===== src/rtl/regfile_sweep_if.sv =====
// regfile_sweep_if: write, read and sweep-clear bus of regfile_sweep
interface regfile_sweep_if #(
    parameter int WIDTH  = 32,
    parameter int ADDR_W = 5,
    parameter int NREAD  = 2
);
    logic                    we;
    logic [ADDR_W-1:0]       wa;
    logic [WIDTH-1:0]        wd;
    logic [NREAD*ADDR_W-1:0] ra;
    logic [NREAD*WIDTH-1:0]  rd;
    logic                    clr_req;
    logic                    busy;
    logic                    clr_done;

    modport master(output we, wa, wd, ra, clr_req, input rd, busy, clr_done);
    modport slave(input we, wa, wd, ra, clr_req, output rd, busy, clr_done);
endinterface


===== src/rtl/regfile_sweep.sv =====
// regfile_sweep: multi-read register file with a hardware sweep-clear FSM
// Optional write-to-read bypass enabled by defining REGFILE_SWEEP_BYPASS_EN.
module regfile_sweep #(
    parameter int WIDTH  = 32,
    parameter int ADDR_W = 5,
    parameter int NREAD  = 2
) (
    input logic             clk,
    input logic             rst_n,
    regfile_sweep_if.slave  bus
);
    localparam int DEPTH = 2 ** ADDR_W;
    localparam logic [ADDR_W-1:0] LAST = ADDR_W'(DEPTH - 1);

    typedef enum logic [1:0] {IDLE, SWEEP, DONE} state_t;

    state_t            state;
    logic [ADDR_W-1:0] cnt;
    logic [WIDTH-1:0]  mem [DEPTH];
    logic              wr_ok;

    assign wr_ok = state == IDLE && bus.we && bus.wa != '0;

    // Sweep FSM: IDLE -> SWEEP (zero regs 1..DEPTH-1) -> DONE -> IDLE
    always_ff @(posedge clk or negedge rst_n) begin
        if (!rst_n) begin
            state        <= IDLE;
            cnt          <= '0;
            bus.busy     <= 1'b0;
            bus.clr_done <= 1'b0;
        end else begin
            case (state)
                IDLE: if (bus.clr_req) begin
                    state    <= SWEEP;
                    cnt      <= ADDR_W'(1);
                    bus.busy <= 1'b1;
                end
                SWEEP: if (cnt == LAST) begin
                    state        <= DONE;
                    bus.clr_done <= 1'b1;
                end else begin
                    cnt <= cnt + ADDR_W'(1);
                end
                default: begin
                    state        <= IDLE;
                    cnt          <= '0;
                    bus.busy     <= 1'b0;
                    bus.clr_done <= 1'b0;
                end
            endcase
        end
    end

    for (genvar j = 0; j < DEPTH; j++) begin : g_reg
        // Storage: external write only in IDLE, sweep zeroes the counter's register
        always_ff @(posedge clk or negedge rst_n) begin
            if (!rst_n)
                mem[j] <= '0;
            else if (wr_ok && bus.wa == ADDR_W'(j))
                mem[j] <= bus.wd;
            else if (state == SWEEP && cnt == ADDR_W'(j))
                mem[j] <= '0;
        end
    end

    for (genvar i = 0; i < NREAD; i++) begin : g_rd
        logic [ADDR_W-1:0] a;
        logic [WIDTH-1:0]  stored;
        assign a      = bus.ra[i*ADDR_W +: ADDR_W];
        assign stored = a == '0 ? '0 : mem[a];
`ifdef REGFILE_SWEEP_BYPASS_EN
        assign bus.rd[i*WIDTH +: WIDTH] = (wr_ok && a == bus.wa) ? bus.wd : stored;
`else
        assign bus.rd[i*WIDTH +: WIDTH] = stored;
`endif
    end
endmodule


===== src/flat_wrapper.sv =====
// flat-port wrapper written by rule: the top's interface ports become plain ports
module regfile_sweep_flat 
#(
    parameter int WIDTH  = 32,
    parameter int ADDR_W = 5,
    parameter int NREAD  = 2
)
  (clk, rst_n, bus_we, bus_wa, bus_wd, bus_ra, bus_clr_req, bus_rd, bus_busy, bus_clr_done);
  regfile_sweep_if #(.WIDTH(WIDTH), .ADDR_W(ADDR_W), .NREAD(NREAD)) bus_i ();
  input logic clk;
  input logic rst_n;
  input wire logic [$bits(bus_i.we)-1:0] bus_we;
  input wire logic [$bits(bus_i.wa)-1:0] bus_wa;
  input wire logic [$bits(bus_i.wd)-1:0] bus_wd;
  input wire logic [$bits(bus_i.ra)-1:0] bus_ra;
  input wire logic [$bits(bus_i.clr_req)-1:0] bus_clr_req;
  output wire logic [$bits(bus_i.rd)-1:0] bus_rd;
  output wire logic [$bits(bus_i.busy)-1:0] bus_busy;
  output wire logic [$bits(bus_i.clr_done)-1:0] bus_clr_done;
  assign bus_i.we = bus_we;
  assign bus_i.wa = bus_wa;
  assign bus_i.wd = bus_wd;
  assign bus_i.ra = bus_ra;
  assign bus_i.clr_req = bus_clr_req;
  assign bus_rd = bus_i.rd;
  assign bus_busy = bus_i.busy;
  assign bus_clr_done = bus_i.clr_done;
  regfile_sweep #(.WIDTH(WIDTH), .ADDR_W(ADDR_W), .NREAD(NREAD)) u_core (.clk(clk), .rst_n(rst_n), .bus(bus_i));
endmodule

===== config.mk =====
export PLATFORM = sky130hd
export DESIGN_NAME = regfile_sweep_flat
export DESIGN_NICKNAME = d
export VERILOG_FILES = /design/src/rtl/regfile_sweep_if.sv /design/src/rtl/regfile_sweep.sv /design/src/flat_wrapper.sv
export SDC_FILE = /design/constraint.sdc
export NUM_CORES = 2
export LEC_CHECK = 0
export CORE_AREA = 2 2 411 290
export DETAILED_ROUTE_END_ITERATION = 12
export DIE_AREA = 0 0 413 292
export GPL_TIMING_DRIVEN = 0
export HOLD_SLACK_MARGIN = 0.02
export REMOVE_ABC_BUFFERS = 1
export SLEW_MARGIN = 0
export SYNTH_ARGS = -nofsm -noshare
export SYNTH_HDL_FRONTEND = slang
export SYNTH_SLANG_ARGS = --single-unit

===== constraint.sdc =====
create_clock -name clk -period 5.61 [get_ports clk]
set_clock_uncertainty 0.15 [all_clocks]
set_input_delay 1.122 -clock clk [delete_from_list [all_inputs] [get_ports clk]]
set_output_delay 1.122 -clock clk [all_outputs]
set_load 0.01 [all_outputs]

; ---- Word-level counts from Yosys, hierarchy flattened
; Index checks and enable logic that the tools add are counted.
; W data, S select, Z words.
[totals]
ff_bits = 1033
input_bits = 51
output_inout_bits = 66
word_cells = 299
[classes]
add_sub_neg = 1
magnitude_cmp = 2
eq_ne = 66
n_mux = 82
bitwise_logic = 4
reduce_logical = 108
[op_table]
columns = cell, count
row1 = $mux W32, 70
row2 = $bmux W32 S5, 2
row3 = $eq A5 B5 Y1 const B, 32
row4 = $eq A5 B4 Y1 const B, 16
row5 = $logic_and A1 B1 Y1, 66
row6 = $reduce_bool A2 Y1, 32
row7 = $eq A5 B3 Y1 const B, 8
row8 = $eq A5 B2 Y1 const B, 4
row9 = $logic_not A5 Y1, 4
row10 = $ge A6 B6 Y1 const B, 2
row11 = $not A5 Y6, 2
row12 = $eq A5 B1 Y1 const B, 2
row13 = $mux W5, 2
row14 = $pmux W5 S2, 1
row15 = $reduce_and A2 Y1, 4
row16 = $add A5 B1 Y5 const B, 1
row17 = $reduce_bool A5 Y1, 1
row18 = $mux W2, 2
row19 = $ne A2 B2 Y1 const B, 2
row20 = $pmux W1 S2, 2
row21 = $pmux W2 S2, 1
row22 = $eq A2 B1 Y1 const B, 1
row23 = $logic_not A2 Y1, 1
row24 = $mux W1, 2
row25 = 2 further kinds, 3

; ---- Logic depth before layout (Yosys ltp)
[depth]
depth_word = 5
depth_mapped = 7
mapped_depth_nobuf = 7

; ---- Worst setup path after synthesis
; OpenSTA, ideal clock, no wires.
[synth_timing]
path_kind = in2out
start = input bus_ra[6]
end = output bus_rd[61]
arrival_time_ps = 2705
t_required_ps = 4338
slack_ps = 1633
cell_stages = 7
n_path_buf = 3
cell_sequence = buf_2 -> buf_2 -> nor2_1 -> clkbuf_1 -> a221oi_1 -> o21ai_0 -> a311oi_1
[synth_between]
elab_chain_cells = 5
elab_cells_between_ends = 6
classes_between = mux: 4 / bitwise: 1 / reduce/logical: 1
[synth_lines]
columns = item, line
row1 = start: declaration, flat_wrapper.sv:15  ; input wire logic [$bits(bus_i.ra)-1:0] bus_ra;
row2 = $not A5 Y6 (implied by the code), regfile_sweep.sv:70  ; assign stored = a == '0 ? '0 : mem[a];
row3 = $bmux W32 S5, regfile_sweep.sv:70
row4 = $mux W32 (implied by the code) (2 in series), regfile_sweep.sv:70
row5 = $mux W32 *, regfile_sweep.sv:70
row6 = end: declaration, flat_wrapper.sv:17  ; output wire logic [$bits(bus_i.rd)-1:0] bus_rd;
; Every way passes the cells marked *; elsewhere a longest branch is shown, timed or not. The select of a mux whose other input is x is not followed.

; ---- Final worst setup path
[layout_timing]
start = input bus_ra[3]
end = output bus_rd[24]
; Same word-level chain as after synthesis.

==> impl_metrics.yaml <==
run_status:
  status: "complete, but fails checks"
  violations: "setup timing"
critical_path:
  worstPathArrival_ps: 4400
  path_buf_inv: 3
  crit_family: "buffers and inverters"
  path_max_fanout: 26
  worstSetupEndpointType: "output port"
  crit_path_start_kind: "primary input"
  crit_chain: "buf_2 -> buf_12 -> or2_2 -> a211oi_1 -> a311oi_2 -> clkdlybuf4s50_1"
  slowest_stage: "or2_2"
  cp.required_ps: 4340
  worst-setup-path-type: "primary input to output port"
  max_stage_delay_ps: 870
clock_tree:
  clock_path_buffers: 3
  clk_pin_slew_ps: 70
  insertion_delay_ps: 730
  cts_root_buf: "clkbuf_16"
  cts.sinks: 1033
  htreeDepth: 3
  cts_tree: "yes"
  cts-buffers-inserted: 101
sta:
  setup_viol: 3
  min_period_ps: 5670
  maxSlewViolCount: 0
  setup_slack_ps: -60.2
  tightest_slew_ps: 1480
  fin_crit_sh_pct: 101
  fin_setup_tns_ps: -95.5
  hold_viol: 0
  max_freq_ghz: 0.176
  rsz0062_at_grt: "false"
  max-slew-margin-rel_pct: 0.701
min_path:
  hold_class: "primary input to async pin"
routing:
  top_layer_used: "met5"
  drt_wl_total_um: 227000
  met3_length_um: 33700
  vias: 41799
  viasPerCell: 7.77
  detail_route.wl_per_cell_um: 42.1
  drcViolationCount: 0
  wl_met1_um: 88300
  dr.pass1.iters: 5
  ant_nets: 0
  drt_iter0_markers: 6676
  wl_met2_um: 92500
logic_synthesis:
  async_flop_share_pct: 100
  synth_seq_cells: 1033
  syn_inst: 3834
  syn_area_mm2: 0.0533
  synth-main-ff-cell: "dfrtp_1"
  ys_top_cells_by_count: "dfrtp_1 (1,033), a22o_1 (992), mux4_2 (448)"
  avgSynthCellArea_um2: 13.9
  synth_top_area_share_pct: 48.5
  synth_area_leaders: "dfrtp_1 (48%), mux4_2 (19%), a22o_1 (16%)"
  yosysWarnings: 0
  synth_edf_count: 0
  synth_most_common_cell: "dfrtp_1"
  synthDistinctLibCells: 46
  synth.largest_area_cell: "dfrtp_1"
  yosysSeqAreaShare_pct: 48.5
global_routing:
  grt_pass1_vias: 40903
  overflow: 0
  antenna_found_initial: 19
  grt_pass1_wl_um: 319000
  grt_usage_pct: 37.5
  grt_max_degree: 174
power:
  power_uw: 23200
  ir_worst_vdd_mv: 0.305
  p_leak_uw: 0.0275
  p_per_area_mw_per_mm2: 368
final_layout:
  drive_above_1_share_pct: 26.3
  final_core_util_pct: 54.0
  final_area_mm2: 0.0630
  nets: 3795
  n_fill_cell: 9357
  area_growth_syn_to_layout_pct: 18.2
placed_design:
  post-dp-hpwl_um: 138000
  placed_area_mm2: 0.0587
  io_buffers: 116
  place_congestion: 0.801
floorplanning:
  ios: 117
  die_w_um: 413
  fp.dieH_um: 292
  fp-row-count: 105
  start_util_pct: 45.7
  core_mm2: 0.117
  dieArea_mm2: 0.121
job:
  max-cap-violations: 0
kinds of logic (layout without fill, tap and decap cells):
kind of cell               Yosys count  count (layout)  share of synthesized area (%)
AOI/OAI and AO/OA                 1400            1400                           21.7
xor gates and xnor gates             1               1                         0.0164
adders and majority gates            6               6                          0.141
buffers and inverters              508             490                           4.13
DFF                               1033            1033                           48.5
muxes                              640             640                           22.7
other                                0               8                              0
and+or+nand+nor                    246             248                           2.94
sequential cells by signal, indices dropped and copies added (netlist names):
register and cells:
u_core.mem 1024, u_core.cnt 5, u_core.state 2, u_core.bus.busy 1, u_core.bus.clr_done 1
repair_timing:
| item | 4_1_cts | 5_1_grt |
|---|---|---|
| pin swaps | 11 | 3 |
| endpoints found under the setup margin | 64 | 17 |
| gates cloned | 13 | 1 |
| setup buffers | 7 | 0 |
| hold buffers | 0 | 0 |
| gates resized for setup | 55 | 13 |
report_power, final:
part	switching (µW)	leakage, µW	internal, µW
Clock	3180	0.00173	4250
Combinational	2880	0.0115	2880
Sequential	1210	0.0143	8820
Total	7270	0.0275	15900
area by class of cell:
type | instances | area [µm²] | area share [%]
clock buffer | 143 | 2950 | 4.68
sequential | 1033 | 25800 | 41.0
timing repair buffer | 298 | 5490 | 8.70
tap | 1551 | 1940 | 3.08
antenna | 8 | 20.0 | 0.0318
clock inverter | 40 | 557 | 0.883
inverter | 9 | 38.8 | 0.0615
multi-input combinational | 2295 | 26200 | 41.6
final timing paths:
kind / depth (start not counted) / to / slack [ps] / from
max: 6 / bus_rd[24] / -60 / bus_ra[3]
max reg2reg: 7 / u_core.mem[49] / 1140 / u_core.state[1]
min in group clk: 1 / u_core.mem[994] / 360 / u_core.mem[994]
max in group asynchronous: 5 / u_core.mem[830] / 1910 / rst_n
min reg2reg: 1 / u_core.mem[994] / 360 / u_core.mem[994]
min: 1 / u_core.mem[277] / 180 / rst_n
metal layers:
layer | up-vias | track usage, %
met5 | - | 0
li1 | 15465 | -
met1 | 21996 | 53.2
met3 | 677 | 15.1
met4 | 16 | 17.4
met2 | 3645 | 49.9
layout by cell type, fill, tap and decap left out, drive strengths merged, types with 67 or more instances in the layout:
| cell | synthesis | routed |
|---|---|---|
| o21ai | 113 | 113 |
| a22oi | 67 | 67 |
| nor2b | 75 | 75 |
| buf | 163 | 183 |
| dfrtp | 1033 | 1033 |
| clkdlybuf4s50 | 0 | 98 |
| clkbuf | 336 | 146 |
| mux4 | 448 | 448 |
| mux2i | 128 | 128 |
| a22o | 992 | 992 |
stage by stage:
step	setup WS (ps)	hold WS [ps]	instances
CTS	4.61	181	5368
floorplan	302	317	3335
global route	0.281	220	5372
finish	-60.2	179	5377
global placement	-45160	340	5002
detailed placement	-1630	342	5165
Note: power is estimated with default switching activity, not from simulation.
